<file path="src/rtl/l1_istek_hakem.sv">
// Round-robin arbiter between the L1 instruction (l1b) and data (l1v) cache
// controllers in front of the bus controller's single request/response port.
module l1_istek_hakem #(
  parameter int ADRES_BIT   = 32,
  parameter int L1_BLOK_BIT = 128
) (
  input  logic                   clk_i,
  input  logic                   rst_i,

  input  logic [ADRES_BIT-1:0]   l1b_istek_adres_i,
  input  logic [L1_BLOK_BIT-1:0] l1b_istek_veri_i,
  input  logic                   l1b_istek_yaz_i,
  input  logic                   l1b_istek_gecerli_i,
  output logic                   l1b_istek_hazir_o,
  output logic [L1_BLOK_BIT-1:0] l1b_veri_o,
  output logic                   l1b_veri_gecerli_o,
  input  logic                   l1b_veri_hazir_i,

  input  logic [ADRES_BIT-1:0]   l1v_istek_adres_i,
  input  logic [L1_BLOK_BIT-1:0] l1v_istek_veri_i,
  input  logic                   l1v_istek_yaz_i,
  input  logic                   l1v_istek_gecerli_i,
  input  logic                   l1v_istek_onbellekleme_i,
  output logic                   l1v_istek_hazir_o,
  output logic [L1_BLOK_BIT-1:0] l1v_veri_o,
  output logic                   l1v_veri_gecerli_o,
  input  logic                   l1v_veri_hazir_i,

  output logic [ADRES_BIT-1:0]   vy_istek_adres_o,
  output logic [L1_BLOK_BIT-1:0] vy_istek_veri_o,
  output logic                   vy_istek_yaz_o,
  output logic                   vy_istek_onbellekleme_o,
  output logic                   vy_istek_gecerli_o,
  input  logic                   vy_istek_hazir_i,
  input  logic [L1_BLOK_BIT-1:0] vy_veri_i,
  input  logic                   vy_veri_gecerli_i,
  output logic                   vy_veri_hazir_o
);

  // Handshakes: a transfer happens on a rising edge where gecerli and hazir
  // are both high; the sender holds gecerli and payload stable until then.

  typedef enum logic [1:0] {
    BOSTA       = 2'd0,
    ISTEK       = 2'd1,
    YANIT_BEKLE = 2'd2,
    YANIT       = 2'd3
  } durum_t;

  localparam logic SAHIP_L1B = 1'b0;
  localparam logic SAHIP_L1V = 1'b1;

  durum_t durum_q, durum_d;
  logic   son_sahip_q;
  logic   sahip_q;

  logic                   secim;
  logic                   secim_gecerli;
  logic                   kabul;

  logic [ADRES_BIT-1:0]   adres_q;
  logic [L1_BLOK_BIT-1:0] veri_q;
  logic                   yaz_q;
  logic                   onbellekleme_q;
  logic [L1_BLOK_BIT-1:0] l1b_veri_q;
  logic [L1_BLOK_BIT-1:0] l1v_veri_q;

  // On a tie the requester that did not own the last grant wins.
  always_comb begin
    secim_gecerli = 1'b0;
    secim         = SAHIP_L1B;
    if (l1b_istek_gecerli_i && l1v_istek_gecerli_i) begin
      secim_gecerli = 1'b1;
      secim         = ~son_sahip_q;
    end else if (l1b_istek_gecerli_i) begin
      secim_gecerli = 1'b1;
      secim         = SAHIP_L1B;
    end else if (l1v_istek_gecerli_i) begin
      secim_gecerli = 1'b1;
      secim         = SAHIP_L1V;
    end
  end

  assign kabul             = (durum_q == BOSTA) && secim_gecerli;
  assign l1b_istek_hazir_o = kabul && (secim == SAHIP_L1B);
  assign l1v_istek_hazir_o = kabul && (secim == SAHIP_L1V);

  always_comb begin
    durum_d = durum_q;
    case (durum_q)
      BOSTA:       if (kabul) durum_d = ISTEK;
      ISTEK:       if (vy_istek_hazir_i) durum_d = yaz_q ? BOSTA : YANIT_BEKLE;
      YANIT_BEKLE: if (vy_veri_gecerli_i) durum_d = YANIT;
      YANIT: begin
        if ((sahip_q == SAHIP_L1V) ? l1v_veri_hazir_i : l1b_veri_hazir_i)
          durum_d = BOSTA;
      end
      default:     durum_d = BOSTA;
    endcase
  end

  always_ff @(posedge clk_i) begin
    if (rst_i) begin
      durum_q        <= BOSTA;
      son_sahip_q    <= SAHIP_L1V;
      sahip_q        <= SAHIP_L1B;
      adres_q        <= '0;
      veri_q         <= '0;
      yaz_q          <= 1'b0;
      onbellekleme_q <= 1'b0;
      l1b_veri_q     <= '0;
      l1v_veri_q     <= '0;
    end else begin
      durum_q <= durum_d;
      if (kabul) begin
        sahip_q        <= secim;
        son_sahip_q    <= secim;
        adres_q        <= (secim == SAHIP_L1V) ? l1v_istek_adres_i : l1b_istek_adres_i;
        veri_q         <= (secim == SAHIP_L1V) ? l1v_istek_veri_i : l1b_istek_veri_i;
        yaz_q          <= (secim == SAHIP_L1V) ? l1v_istek_yaz_i : l1b_istek_yaz_i;
        onbellekleme_q <= (secim == SAHIP_L1V) ? l1v_istek_onbellekleme_i : 1'b0;
      end
      // Each port's veri_o doubles as the response buffer, so the
      // non-owner's last block is left untouched.
      if ((durum_q == YANIT_BEKLE) && vy_veri_gecerli_i) begin
        if (sahip_q == SAHIP_L1V) l1v_veri_q <= vy_veri_i;
        else                      l1b_veri_q <= vy_veri_i;
      end
    end
  end

  assign vy_istek_adres_o        = adres_q;
  assign vy_istek_veri_o         = veri_q;
  assign vy_istek_yaz_o          = yaz_q;
  assign vy_istek_onbellekleme_o = onbellekleme_q;
  assign vy_istek_gecerli_o      = (durum_q == ISTEK);
  assign vy_veri_hazir_o         = (durum_q == YANIT_BEKLE);

  assign l1b_veri_o         = l1b_veri_q;
  assign l1v_veri_o         = l1v_veri_q;
  assign l1b_veri_gecerli_o = (durum_q == YANIT) && (sahip_q == SAHIP_L1B);
  assign l1v_veri_gecerli_o = (durum_q == YANIT) && (sahip_q == SAHIP_L1V);

endmodule

</file>
<file path="config.mk">
export PLATFORM = sky130hd
export DESIGN_NAME = l1_istek_hakem
export DESIGN_NICKNAME = d
export VERILOG_FILES = /design/src/rtl/l1_istek_hakem.sv
export SDC_FILE = /design/constraint.sdc
export NUM_CORES = 1
export LEC_CHECK = 0
export ABC_AREA = 1
export CORE_AREA = 2 2 340 342
export CTS_CLUSTER_DIAMETER = 80
export DETAILED_ROUTE_END_ITERATION = 10
export DIE_AREA = 0 0 342 344
export HOLD_SLACK_MARGIN = 0.1
export PLACE_DENSITY = 0.44
export REMOVE_ABC_BUFFERS = 1
export SKIP_LAST_GASP = 1
export SLEW_MARGIN = 20
export SYNTH_ARGS = -nofsm -noshare
export SYNTH_HDL_FRONTEND = slang
export SYNTH_SLANG_ARGS = --single-unit
</file>
<file path="constraint.sdc">
create_clock -name clk_i -period 2.3 [get_ports clk_i]
set_input_delay 0.46 -clock clk_i [delete_from_list [all_inputs] [get_ports clk_i]]
set_output_delay 0.46 -clock clk_i [all_outputs]
set_load 0.02 [all_outputs]
</file>
==> metrics <==
delay of the slowest critical-path stage 0.68 ns; adder-cell area share of the yosys netlist 0%; largest net degree at the start of global routing 103; minimum clock period 2.248 ns; Mapped Area 16440 um^2; RSZ-0062 raised after global routing yes; Nets 3381; CP cell instances clkdlybuf4s50_1; Clk pwr share 35.8%; Final Hold Vio Count 0; cts bufs inserted 57; dpl hpwl 65890 um; CTS root buf clkbuf_16; required time worst endpoint 1.84 ns; Die H 344 um; GRT Residual Overflow 0; Clock Skew 0.02221 ns; FP Rows 124; drt total wl 86710 um; Max transition margin 56.73%; maximum fanout along the worst path 2; vias per cell 3.810; CTS tree done; outcome finished clean; DRT iter0 DRCs 756; static leakage 10.06 nW; simple-gate area share of the yosys netlist 16.48%; Internal 0.01707 W; Logic pwr share 29.6%; critical path type flip-flop to output port; Vias 17090; clock transition at the registers of the reported paths 0.06 ns; XOR/XNOR Fraction of Synth Area 0%; sw frac 32.84%; Final setup viols 0; Worst VDD drop 547.3 uV; WHS 0.1963 ns; DRT Pass-1 Iters 5; FMAX 444.8 MHz; Layout Utilization 25.82%; most frequent cells in the layout clkdlybuf4s50_1, dfxtp_1, a21oi_1; Crit path arrival time 1.79 ns; final cycle utilization of the critical path 97.75%; post-synthesis compound-gate area fraction 24.17%; Max clock buf depth 3; Pins Over Slew Limit 0; Mapped Cells 2056; DRC 0; total power 0.02541 W; total track usage 13.97%; Die Width 342 um; commonest non-fill, non-tap cell in the layout clkdlybuf4s50_1; IO buf count 882; antenna violations before repair 10; Worst setup SP type flip-flop; DR WL/cell 19.33 um; Mapped Avg Cell Area 7.995 um^2; CP top delay family buffers and inverters; worst skew pair latency 0.64 ns; Pwr Density 864.4 nW/um^2; Antenna Nets Post-Route 0; hold-fix buffer count after cts 0; core area 113900 um^2; Worst Hold Class input pin to flip-flop; largest family of logic cells by synthesized area compound AO/OA/AOI/OAI gates; first-pass GRT wire length 121100 um; Starting Density 14.43%; Max-Cap Viols 0; io pins 883; switching power 0.008347 W; clk sinks 422; layout cells sized above 1 12.24%; register area share after synthesis 51.40%; H-tree depth reported by CTS 2; Critical-path top delay cell clkdlybuf4s50_1; Syn. warnings 0; synth-to-layout area growth 78.88%; CP endpoint kind output port; vias in the first global route 16680; Flop pwr share 34.6%; die area 117600 um^2; Netlist cell types 20; mux cell area share after synthesis 0%; Worst Tran Pin Value 0.6491 ns; WP buf/inv 1; Seq cells post-synth 422; gpl congestion 0.8311
[state kept, by name (all words and copies together), names as in the netlist, named ones only]
signal and cells:
durum_q 1, l1b_veri_o 128, l1v_veri_o 128, sahip_q 1, son_sahip_q 1, vy_istek_adres_o 32, vy_istek_onbellekleme_o 1, vy_istek_veri_o 128
vy_istek_yaz_o 1
[what timing repair did]
| action | CTS | global route |
|---|---|---|
| gates cloned | 0 | 0 |
| resized for setup | 23 | 12 |
| buffers inserted | 0 | 2 |
| pin swaps | 0 | 2 |
| endpoints found under the setup margin | 12 | 5 |
[logic make-up after synthesis]
logic type,after synthesis
compound gates,711
buf+inv,313
flops,422
simple gates,610
[power groups by stage]
stage               clock, W  sequential, W  combinational (W)
CTS                  0.00945        0.00880            0.00764
global placement           0        0.00894            0.00764
floorplan                  0        0.00983            0.00233
global route         0.00972        0.00890            0.00811
finish               0.00909        0.00879            0.00753
detailed placement         0        0.00894            0.00763
[layer usage]
| layer | share of wire, % | global-route usage, % |
|---|---|---|
| met1 | 42 | 17.32 |
| met2 | 48 | 23.36 |
| met3 | 7.0 | 4.101 |
| met4 | 2.3 | 4.103 |
| met5 | 0 | 0 |
[cells in the mapped netlist]
cell | instances | area, um^2
or2_2 | 161 | 1007
o211ai_1 | 161 | 1209
inv_1 | 137 | 514.2
nand2_1 | 175 | 656.9
buf_6 | 10 | 112.6
nand4_1 | 1 | 6.260
dfxtp_1 | 422 | 8448
a21oi_1 | 293 | 1466
buf_1 | 2 | 7.510
o21ai_1 | 5 | 25.02
inv_2 | 4 | 15.01
o21ai_0 | 251 | 1256
nand3_1 | 7 | 35.03
nand2_2 | 1 | 6.260
nor2_1 | 264 | 991.0
nor2_2 | 1 | 6.260
clkbuf_1 | 116 | 435.4
a21oi_4 | 1 | 16.27
buf_4 | 1 | 7.510
buf_2 | 43 | 215.2
[per-stage QoR]
step                TNS (ns)  setup slack, ns  instance area, um^2  cells
detailed placement    -29.96           -1.194                27450   4373
floorplan           -1202.24           -3.491                15660   1884
finish                     0          0.05174                29400   4485
global placement      -33.12           -1.236                27450   4373
CTS                  -0.2843          -0.2843                29340   4475
global route         -0.1253          -0.1140                29400   4485
[area by class of cell]
cell class / instances / area, um^2
antenna: 8 / 20.02
tap: 1512 / 1892
clock inverter: 19 / 279.0
multi-input combinational: 1321 / 6726
timing repair buffer: 979 / 9871
inverter: 141 / 549.3
fill: 12420 / 84480
sequential: 422 / 8452
clock buffer: 83 / 1614
[worst paths after layout]
check	cells after the start	from	slack, ns	end
worst max-delay path	1	vy_istek_veri_o[100]$_SDFFE_PP0N_	0.05	vy_istek_veri_o[100]
worst min-delay path	4	rst_i	0.20	l1v_veri_o[75]$_SDFFE_PP0P_
worst max register to register	8	flip-flop	0.23	l1b_veri_o[87]$_SDFFE_PP0P_
worst min register to register	2	l1v_veri_o[37]$_SDFFE_PP0P_	0.44	l1v_veri_o[37]$_SDFFE_PP0P_
(Power assumes the default switching activity.)
